===== src/rtl/data_sync_fifo_pkg.sv =====
// Shared constants and helpers for the destination-domain data synchronizer.
package data_sync_pkg;

    localparam int DS_MODE_PULSE  = 0;
    localparam int DS_MODE_TOGGLE = 1;

    function automatic int ds_clog2(input int value);
        int r;
        int v;
        r = 0;
        v = value - 1;
        while (v > 0) begin
            r = r + 1;
            v = v >> 1;
        end
        return r;
    endfunction

endpackage


===== src/rtl/data_sync_fifo_bit_sync.sv =====
// Single-bit flop chain into dest_clk; shared by the CDC blocks.
module bit_sync #(
    parameter int NUM_STAGES = 2
) (
    input  logic dest_clk,
    input  logic dest_rst,
    input  logic i_d,
    output logic o_q
);

    logic [NUM_STAGES-1:0] r_chain;

    always_ff @(posedge dest_clk or negedge dest_rst) begin
        if (!dest_rst) begin
            r_chain <= '0;
        end else begin
            r_chain <= {r_chain[NUM_STAGES-2:0], i_d};
        end
    end

    assign o_q = r_chain[NUM_STAGES-1];

endmodule


===== src/rtl/data_sync_fifo.sv =====
// Captures unsync_bus into a small FIFO on each synchronized bus_enable event
// and drains it over valid/ready, returning an ack toggle per popped word.
module data_sync_fifo
    import data_sync_pkg::*;
#(
    parameter int BUS_WIDTH  = 8,
    parameter int NUM_STAGES = 2,
    parameter int DEPTH      = 4,
    parameter int MODE       = DS_MODE_PULSE
) (
    input  logic                     dest_clk,
    input  logic                     dest_rst,
    input  logic [BUS_WIDTH-1:0]     unsync_bus,
    input  logic                     bus_enable,
    input  logic                     sync_ready,
    output logic [BUS_WIDTH-1:0]     sync_bus,
    output logic                     sync_valid,
    output logic                     ack_toggle,
    output logic                     overflow,
    output logic [ds_clog2(DEPTH):0] fill_level
);

    localparam int            PW          = ds_clog2(DEPTH);
    localparam int            LW          = PW + 1;
    localparam logic [LW-1:0] FULL_LVL    = LW'(DEPTH);
    localparam logic [2:0]    SETTLE_INIT = 3'(NUM_STAGES);

    logic                 w_en_sync;
    logic                 r_en_prev;
    logic                 r_armed;
    logic [2:0]           r_settle;
    logic                 w_event;
    logic                 w_empty;
    logic                 w_full;
    logic                 w_pop;
    logic                 w_push;
    logic                 w_drop;
    logic [PW-1:0]        r_wptr;
    logic [PW-1:0]        r_rptr;
    logic [PW-1:0]        w_rptr_nxt;
    logic [LW-1:0]        r_fill;
    logic [BUS_WIDTH-1:0] r_mem [DEPTH];
    logic [BUS_WIDTH-1:0] r_head;
    logic                 r_ack;
    logic                 r_ovf;

    bit_sync #(
        .NUM_STAGES(NUM_STAGES)
    ) u_en_sync (
        .dest_clk(dest_clk),
        .dest_rst(dest_rst),
        .i_d     (bus_enable),
        .o_q     (w_en_sync)
    );

    // Pulse mode only arms after en_sync has been seen low once the chain has
    // flushed its reset value, so a level held high across reset is ignored.
    always_ff @(posedge dest_clk or negedge dest_rst) begin
        if (!dest_rst) begin
            r_en_prev <= 1'b0;
            r_settle  <= SETTLE_INIT;
            r_armed   <= 1'b0;
        end else begin
            r_en_prev <= w_en_sync;
            if (r_settle != 3'd0) begin
                r_settle <= r_settle - 3'd1;
            end else if (!w_en_sync) begin
                r_armed <= 1'b1;
            end
        end
    end

    always_comb begin
        if (MODE == DS_MODE_TOGGLE) begin
            w_event = w_en_sync ^ r_en_prev;
        end else begin
            w_event = w_en_sync & ~r_en_prev & r_armed;
        end
    end

    assign w_empty    = (r_fill == '0);
    assign w_full     = (r_fill == FULL_LVL);
    assign w_pop      = ~w_empty & sync_ready;
    assign w_push     = w_event & (~w_full | w_pop);
    assign w_drop     = w_event & w_full & ~w_pop;
    assign w_rptr_nxt = r_rptr + PW'(1);

    always_ff @(posedge dest_clk) begin
        if (w_push) begin
            r_mem[r_wptr] <= unsync_bus;
        end
    end

    // r_head mirrors the entry at the read pointer but keeps the last popped
    // word while empty, so sync_bus never exposes unwritten memory.
    always_ff @(posedge dest_clk or negedge dest_rst) begin
        if (!dest_rst) begin
            r_wptr <= '0;
            r_rptr <= '0;
            r_fill <= '0;
            r_head <= '0;
            r_ack  <= 1'b0;
            r_ovf  <= 1'b0;
        end else begin
            if (w_push) begin
                r_wptr <= r_wptr + PW'(1);
            end
            if (w_pop) begin
                r_rptr <= w_rptr_nxt;
                r_ack  <= ~r_ack;
            end
            if (w_drop) begin
                r_ovf <= 1'b1;
            end
            if (w_push && !w_pop) begin
                r_fill <= r_fill + LW'(1);
            end else if (w_pop && !w_push) begin
                r_fill <= r_fill - LW'(1);
            end
            if (w_push && w_empty) begin
                r_head <= unsync_bus;
            end else if (w_pop) begin
                if (r_fill == LW'(1)) begin
                    if (w_push) begin
                        r_head <= unsync_bus;
                    end
                end else begin
                    r_head <= r_mem[w_rptr_nxt];
                end
            end
        end
    end

    assign sync_bus   = r_head;
    assign sync_valid = ~w_empty;
    assign ack_toggle = r_ack;
    assign overflow   = r_ovf;
    assign fill_level = r_fill;

endmodule


===== config.mk =====
export PLATFORM = sky130hd
export DESIGN_NAME = data_sync_fifo
export DESIGN_NICKNAME = d
export VERILOG_FILES = /design/src/rtl/data_sync_fifo_pkg.sv /design/src/rtl/data_sync_fifo_bit_sync.sv /design/src/rtl/data_sync_fifo.sv
export SDC_FILE = /design/constraint.sdc
export NUM_CORES = 1
export LEC_CHECK = 0
export CORE_AREA = 2 2 70 72
export DETAILED_ROUTE_END_ITERATION = 16
export DIE_AREA = 0 0 72 74
export GPL_ROUTABILITY_DRIVEN = 0
export PLACE_DENSITY = 0.75
export SKIP_LAST_GASP = 1
export SLEW_MARGIN = 20
export SYNTH_ARGS = -nofsm -noshare
export SYNTH_HDL_FRONTEND = slang
export SYNTH_SLANG_ARGS = --single-unit

===== constraint.sdc =====
create_clock -name dest_clk -period 2.47 [get_ports dest_clk]
set_input_delay 0.6175 -clock dest_clk [delete_from_list [all_inputs] [get_ports dest_clk]]
set_output_delay 0.6175 -clock dest_clk [all_outputs]
set_load 0.02 [all_outputs]

==> flow_summary.json <==
{
  "totalWireLength_um": 3800,
  "diodes": 0,
  "cts_tree": "built",
  "crit_path_start_kind": "flop",
  "grt_max_degree": 25,
  "slew_violations": 0,
  "syn_nets": 168,
  "yosysWarnings": 0,
  "area_delta_synth_final_pct": 18.3,
  "grt_usage": 0.158,
  "ys_seq_area_frac": 0.652,
  "final-hold-violation-count": 0,
  "clk_pin_slew_ns": 0.09,
  "setup_violations": 0,
  "syn_inst": 145,
  "timing.fmax_mhz": 454,
  "io_buffers": 25,
  "antenna_found_initial": 0,
  "end_kind": "output pin",
  "nets": 200,
  "route.detailed.drc": 0,
  "drt-vias-per-instance": 5.19,
  "root_buffer": "clkbuf_8",
  "netlist_top_cells_area": "edfxtp_1, dfrtp_1, mux4_2",
  "yosys.area.top_type": "edfxtp_1",
  "skew_ns": 0.0116,
  "dpl.hpwl_um": 2710,
  "holdCritPathClass": "flop to flop",
  "synth_area_um2": 2400,
  "cts_resized": 1,
  "initial_core_util": 0.521,
  "ys_seq_elements": 56,
  "grt_pass1_wl_um": 6130,
  "synth_area_per_cell_um2": 16.5,
  "row_count": 25,
  "fp.dieW_um": 72,
  "arrival_ns": 1.59,
  "holdBufCountCts": 0,
  "drtPass1Iterations": 4,
  "cap_violations": 0,
  "synth_common_cells": "edfxtp_1, dfrtp_1, ha_1",
  "finalSetupTns_ns": 0,
  "cts_buffer_depth": 2,
  "synthFlopType": "edfxtp_1",
  "rrSetupSlack_ns": 0.39,
  "grt_pass1_vias": 1232,
  "synthArstFlopShare": 0.429,
  "p_per_area_nw_per_um2": 1130,
  "via_count": 1204,
  "period_share": 0.892,
  "hold_ws_ns": 0.364,
  "crit_required_ns": 1.85,
  "h-tree-depth": 2,
  "p_leak_uw": 0.00106,
  "slew_headroom": 0.639,
  "finalCriticalPeriod_ns": 2.20,
  "yosysMostFrequentCell": "edfxtp_1",
  "wl_per_cell_um": 16.4,
  "dieArea_um2": 5330,
  "ys_types": 30,
  "cp_max_fo": 5,
  "drt_iter0_drc": 66,
  "yosysTopAreaCellShare": 0.401,
  "rsz0062_at_grt": "false",
  "synth_edf_count": 32,
  "num_io_pins": 26,
  "numClockSinks": 56,
  "finish.utilization": 0.617,
  "numCtsBuffers": 5,
  "die_h_um": 74,
  "core-area_um2": 4600,
  "worst_pin_slew_ns": 0.541,
  "clk_latency_ns": 0.31,
  "drive_gt1_frac": 0.163,
  "ir_drop_mv": 0.544,
  "status": "finished clean",
  "post_cts_buffers": 0,
  "overflow": 0,
  "path_class": "flop to output pin",
  "drtAntennaViolNets": 0
}
[sequential cells by signal, summed over array words and instances, names as in the netlist]
signal	count
r_mem	32
sync_bus	8
fill_level	3
r_settle	3
r_rptr	2
r_wptr	2
u_en_sync.r_chain	2
ack_toggle	1
overflow	1
r_armed	1
r_en_prev	1
[worst max-delay path, stage by stage (launching register included)]
cell	delay, ns
dfrtp_1	0.45
inv_1	0.10
ha_1	0.26
nand2b_4	0.13
dlygate4sd2_1	0.34
[logic make-up after synthesis]
logic type,Yosys count,share of synthesized area
DFF,56,0.652
and+or+nand+nor,25,0.0637
muxes,18,0.117
AOI/OAI and AO/OA,15,0.0553
buffers and inverters,12,0.0256
adders and majority gates,11,0.0574
xor gates and xnor gates,8,0.0292
[layout make-up]
cell class,count,area (um^2)
clock inverter,2,38.8
multi-input combinational,77,773
clock buffer,6,72.6
inverter,8,30.0
tap,54,67.6
fill,340,1760
timing repair buffer,29,292
sequential,56,1560
[power breakdown]
group / leakage (uW) / total, uW / internal [uW] / switching [uW]
Combinational: 0.000439 / 1230 / 637 / 598
Sequential: 0.000566 / 1370 / 1190 / 177
Clock: 0.0000558 / 596 / 307 / 289
Total: 0.00106 / 3200 / 2140 / 1060
[routing by layer]
layer  GRT usage  share of wire
met2       0.256           0.51
met3      0.0461          0.025
met5           0              0
met1       0.206           0.45
met4      0.0566          0.016
[cells in the final DEF (no fill, tap or decap), types with 3 or more instances in the layout]
cell and count:
dfrtp_1 23, mux2i_1 10, nor2_1 8, buf_4 3, xnor2_1 7, inv_1 8, edfxtp_1 32, clkdlybuf4s50_1 24
and2_1 4, a21oi_1 7, ha_1 11, nand2_1 3, clkbuf_8 5, mux4_2 8
[path summary, 6_finish.rpt]
| path | start | depth (start not counted) | end |
|---|---|---|---|
| min | u_en_sync.r_chain[0]$_DFF_PN0_ | 0 | u_en_sync.r_chain[1]$_DFF_PN0_ |
| min reg2reg | u_en_sync.r_chain[0]$_DFF_PN0_ | 0 | u_en_sync.r_chain[1]$_DFF_PN0_ |
| min in group asynchronous | dest_rst | 2 | sync_bus[3]$_DFFE_PN0P_ |
| max | fill_level[0]$_DFFE_PN0P_ | 4 | sync_valid |
| max reg2reg | fill_level[0]$_DFFE_PN0P_ | 8 | fill_level[2]$_DFFE_PN0P_ |
| max in group asynchronous | dest_rst | 2 | r_settle[1]$_DFFE_PN1P_ |
[through the flow]
step                      total power (uW)  setup slack (ns)  instance area, um^2  instances
final                                 3200             0.266                 2840        232
after floorplan                       2230             0.482                 2400        145
after global routing                  3380             0.178                 2840        232
after detailed placement              2650            0.0105                 2730        224
after CTS                             3240             0.251                 2840        232
after global placement                2600             0.108                 2730        224
Power figures use the tool's default switching activity.
==> patch 1 (same flow settings) <==
`NUM_STAGES` is set to 2 in 2 places; all go to 4.
--- a/src/rtl/data_sync_fifo_bit_sync.sv
+++ b/src/rtl/data_sync_fifo_bit_sync.sv
@@ -1,6 +1,6 @@
 // Single-bit flop chain into dest_clk; shared by the CDC blocks.
 module bit_sync #(
-    parameter int NUM_STAGES = 2
+    parameter int NUM_STAGES = 4
 ) (
     input  logic dest_clk,
     input  logic dest_rst,
--- a/src/rtl/data_sync_fifo.sv
+++ b/src/rtl/data_sync_fifo.sv
@@ -4,7 +4,7 @@
     import data_sync_pkg::*;
 #(
     parameter int BUS_WIDTH  = 8,
-    parameter int NUM_STAGES = 2,
+    parameter int NUM_STAGES = 4,
     parameter int DEPTH      = 4,
     parameter int MODE       = DS_MODE_PULSE
 ) (
Function: changed (a bounded check fails within 10 cycles, from zero or initial values and one cycle with dest_rst low).
==> patch 1 against the unedited design <==
- die area unchanged
- critical path depth unchanged
- clock power increased by 28%
- via count increased by 9.2%
- global-route usage increased by 1.5 points
- core utilization increased by 2.2 points
- first-iteration DRC count increased by 52%
- synthesized area increased by 2.1%
- design area increased by 3.5%
- setup slack got worse by 0.028 ns
- sequential cell count increased by 2
- total power increased by 6.1%
- wire length increased by 4.5%
- critical path type unchanged
==> patch 1: results <==
set metrics [dict create \
    preCtsSetupSlack_ns 0.0337 \
    hold_slack_ns 0.342 \
    grt.total_usage_pct 17.3 \
    fin_worst_skew_ns 0.0104 \
    wl_per_cell_um 16.4 \
    p_int_mw 2.28 \
    syn2layout_area_growth_pct 20.0 \
    drive_gt1_share_pct 19.1 \
    final_nets 206 \
    min_from "u_en_sync.r_chain[1]" \
    p_clk_mw 0.760 \
    seq_cell_power_mw 1.41 \
    drt-vias-per-instance 5.43 \
    clk_pin_slew_ns 0.06 \
    seq_area_frac_synth_pct 65.9 \
    crit_family "buffers and inverters" \
    synth_commonest_cells "32 x edfxtp_1, 25 x dfrtp_1, 11 x ha_1, 10 x mux2i_1" \
    cts_max_level 3 \
    cts_buffers 9 \
    p_sw_mw 1.12 \
    route.vias.total 1315 \
    placed_area_um2 2760 \
    dp_cells 226 \
    cp.arrival_ns 1.61 \
    status "finished clean" \
    yosys-top-cells-area "edfxtp_1 39%, dfrtp_1 26%, mux4_2 7.4%, ha_1 5.6%, mux2i_1 4.1%" \
    tightest_slew_ns 0.580 \
    grt_pass1_wl_um 6580 \
    power_leakage_nw 1.12 \
    first_iter_violations 100 \
    vdd_ir_drop_max_v 0.000617 \
    fillers 327 \
    grt_max_degree 27 \
]
[patch 1: metal layers]
layer	wire length, um	vias to the layer above	GRT usage (%)
met5	0	-	0
met4	76	0	9.43
met3	145	7	5.42
met2	1980	25	27.4
met1	1760	684	21.6
li1	-	599	-
[patch 1: final cells by class]
type	count	area share [%]
Clock buffer	13	5.41
Sequential cell	58	54.9
Inverter	8	1.02
Clock inverter	3	0.511
Multi-Input combinational cell	77	26.3
Tap cell	54	2.30
Timing Repair Buffer	29	9.50
[patch 1: kinds of logic (layout without fill, tap and decap cells)]
group                      after synthesis  in the layout  synth area share (%)
muxes                                   18             18                  11.5
and+or+nand+nor                         25             25                  6.24
adders and majority gates               11             11                  5.62
xor gates and xnor gates                 8              8                  2.86
DFF                                     58             58                  65.9
AOI/OAI and AO/OA                       15             15                  5.42
buffers and inverters                   12             53                  2.50
==> patch 2 (config.mk and constraints unchanged) <==
Made on the original files. Make the reset (`dest_rst`) synchronous in 3 clocked blocks.
--- a/src/rtl/data_sync_fifo_bit_sync.sv
+++ b/src/rtl/data_sync_fifo_bit_sync.sv
@@ -10,7 +10,7 @@
 
     logic [NUM_STAGES-1:0] r_chain;
 
-    always_ff @(posedge dest_clk or negedge dest_rst) begin
+    always_ff @(posedge dest_clk) begin
         if (!dest_rst) begin
             r_chain <= '0;
         end else begin
--- a/src/rtl/data_sync_fifo.sv
+++ b/src/rtl/data_sync_fifo.sv
@@ -55,7 +55,7 @@
 
     // Pulse mode only arms after en_sync has been seen low once the chain has
     // flushed its reset value, so a level held high across reset is ignored.
-    always_ff @(posedge dest_clk or negedge dest_rst) begin
+    always_ff @(posedge dest_clk) begin
         if (!dest_rst) begin
             r_en_prev <= 1'b0;
             r_settle  <= SETTLE_INIT;
@@ -93,7 +93,7 @@
 
     // r_head mirrors the entry at the read pointer but keeps the last popped
     // word while empty, so sync_bus never exposes unwritten memory.
-    always_ff @(posedge dest_clk or negedge dest_rst) begin
+    always_ff @(posedge dest_clk) begin
         if (!dest_rst) begin
             r_wptr <= '0;
             r_rptr <= '0;
Check against the original RTL: differs if dest_rst is asserted again (counterexample within 10 cycles, from zero or initial values and one cycle with dest_rst low); with dest_rst held inactive, the same outputs for 10 cycles.
==> patch 2 against the unedited design <==
- setup slack worse by 0.025 ns
- design area is 3.7% lower
- fmax is 1.1% lower
- first-iteration DRC count is 26% higher
- sequential cell count stayed put
- sequential power is 13% lower
- combinational power is 23% lower
- wire length is 8.4% higher
- total power is 18% lower
- final cell count is 6.0% higher
- count of clock-buffer cells in the layout stayed put
- synthesized area is 1.8% lower
- via count is 9.6% higher
- critical endpoint unchanged
- largest cell class unchanged
==> patch 2: results <==
set metrics [dict create \
    fin_worst_skew_ns 0.00511 \
    vdd_ir_drop_max_v 0.000553 \
    synth_commonest_cells "32 x edfxtp_1, 24 x dfxtp_1, 15 x and2_1, 11 x ha_1, 11 x mux2i_1" \
    largest_register_ffs 32 \
    placed_area_um2 2650 \
    grt.total_usage_pct 16.4 \
    final_nets 214 \
    fillers 368 \
    status "finished clean" \
    r2r_setup_slack_ns 0.42 \
    synth_compound_area_share_pct 6.85 \
    critical-path-max-stage-delay_ns 0.42 \
    syn_nets 186 \
    async_reset_ff_share_pct 0 \
    grt_max_degree 17 \
    crit_family "buffers and inverters" \
    postSynthAreaPerCell_um2 14.4 \
    rr_worst_depth 7 \
    ys_types 31 \
    synthXorXnorAreaFrac_pct 2.60 \
    yosys-top-cells-area "edfxtp_1 41%, dfxtp_1 20%, mux4_2 7.7%, ha_1 5.8%, mux2i_1 4.7%" \
    grt_pass1_wl_um 6340 \
    stdcell_count 246 \
    cp.arrival_ns 1.61 \
    wl_per_cell_um 16.7 \
    slew-limit-headroom_pct 58.4 \
    seq_area_frac_synth_pct 61.2 \
    place_hpwl_um 3020 \
    dp_cells 238 \
    synth_fa_ha_area_share_pct 5.84 \
    synth_area_um2 2350 \
    slowest_stage "dfxtp_1" \
    route.vias.total 1320 \
]
patch 2: path summary, 6_finish.rpt:
check	start	to
max	fill_level[0]	sync_valid
min	u_en_sync.r_chain[0]	u_en_sync.r_chain[1]
max reg2reg	fill_level[0]	fill_level[2]
min reg2reg	u_en_sync.r_chain[0]	u_en_sync.r_chain[1]
patch 2: layout make-up:
class                      instances  share of cell area [%]
sequential                        56                    52.8
tap                               54                    2.47
timing repair buffer              27                    9.67
clock inverter                     2                   0.412
multi-input combinational         93                    30.9
clock buffer                       6                    2.66
inverter                           8                    1.10
patch 2: kinds of logic (layout without fill, tap and decap cells):
logic type | after synthesis | after routing
and+or+nand+nor | 32 | 32
adders and majority gates | 11 | 11
xor gates and xnor gates | 7 | 7
AOI/OAI and AO/OA | 24 | 24
DFF | 56 | 56
buffers and inverters | 14 | 43
muxes | 19 | 19
patch 2: metal layers:
layer | GRT usage (%) | wire [um] | vias up
met5 | 0 | 0 | -
met3 | 4.47 | 172 | 9
met2 | 29.3 | 2160 | 33
met1 | 18.7 | 1690 | 637
met4 | 6.92 | 98 | 0
li1 | - | - | 641
patch 2: through the flow:
| stage | hold slack (ns) | utilization [%] | setup WS (ns) |
|---|---|---|---|
| 2_1_floorplan | 0.412 | - | 0.287 |
| 3_3_place_gp | 0.425 | 57.6 | 0.134 |
| 3_5_place_dp | 0.453 | 57.6 | 0.0777 |
| 4_1_cts | 0.474 | 59.4 | 0.232 |
| 5_1_grt | 0.509 | 59.4 | 0.151 |
| 6_report | 0.468 | 59.4 | 0.241 |
patch 2: repair_timing:
action,CTS,global route
hold endpoints to repair,0,0
gates resized for setup,1,0
hold buffers,0,0
setup endpoints to repair,1,0
patch 2: where the power goes:
group	internal, mW	switching (mW)
Combinational	0.450	0.499
Clock	0.197	0.275
Sequential	1.09	0.0999
Total	1.74	0.874
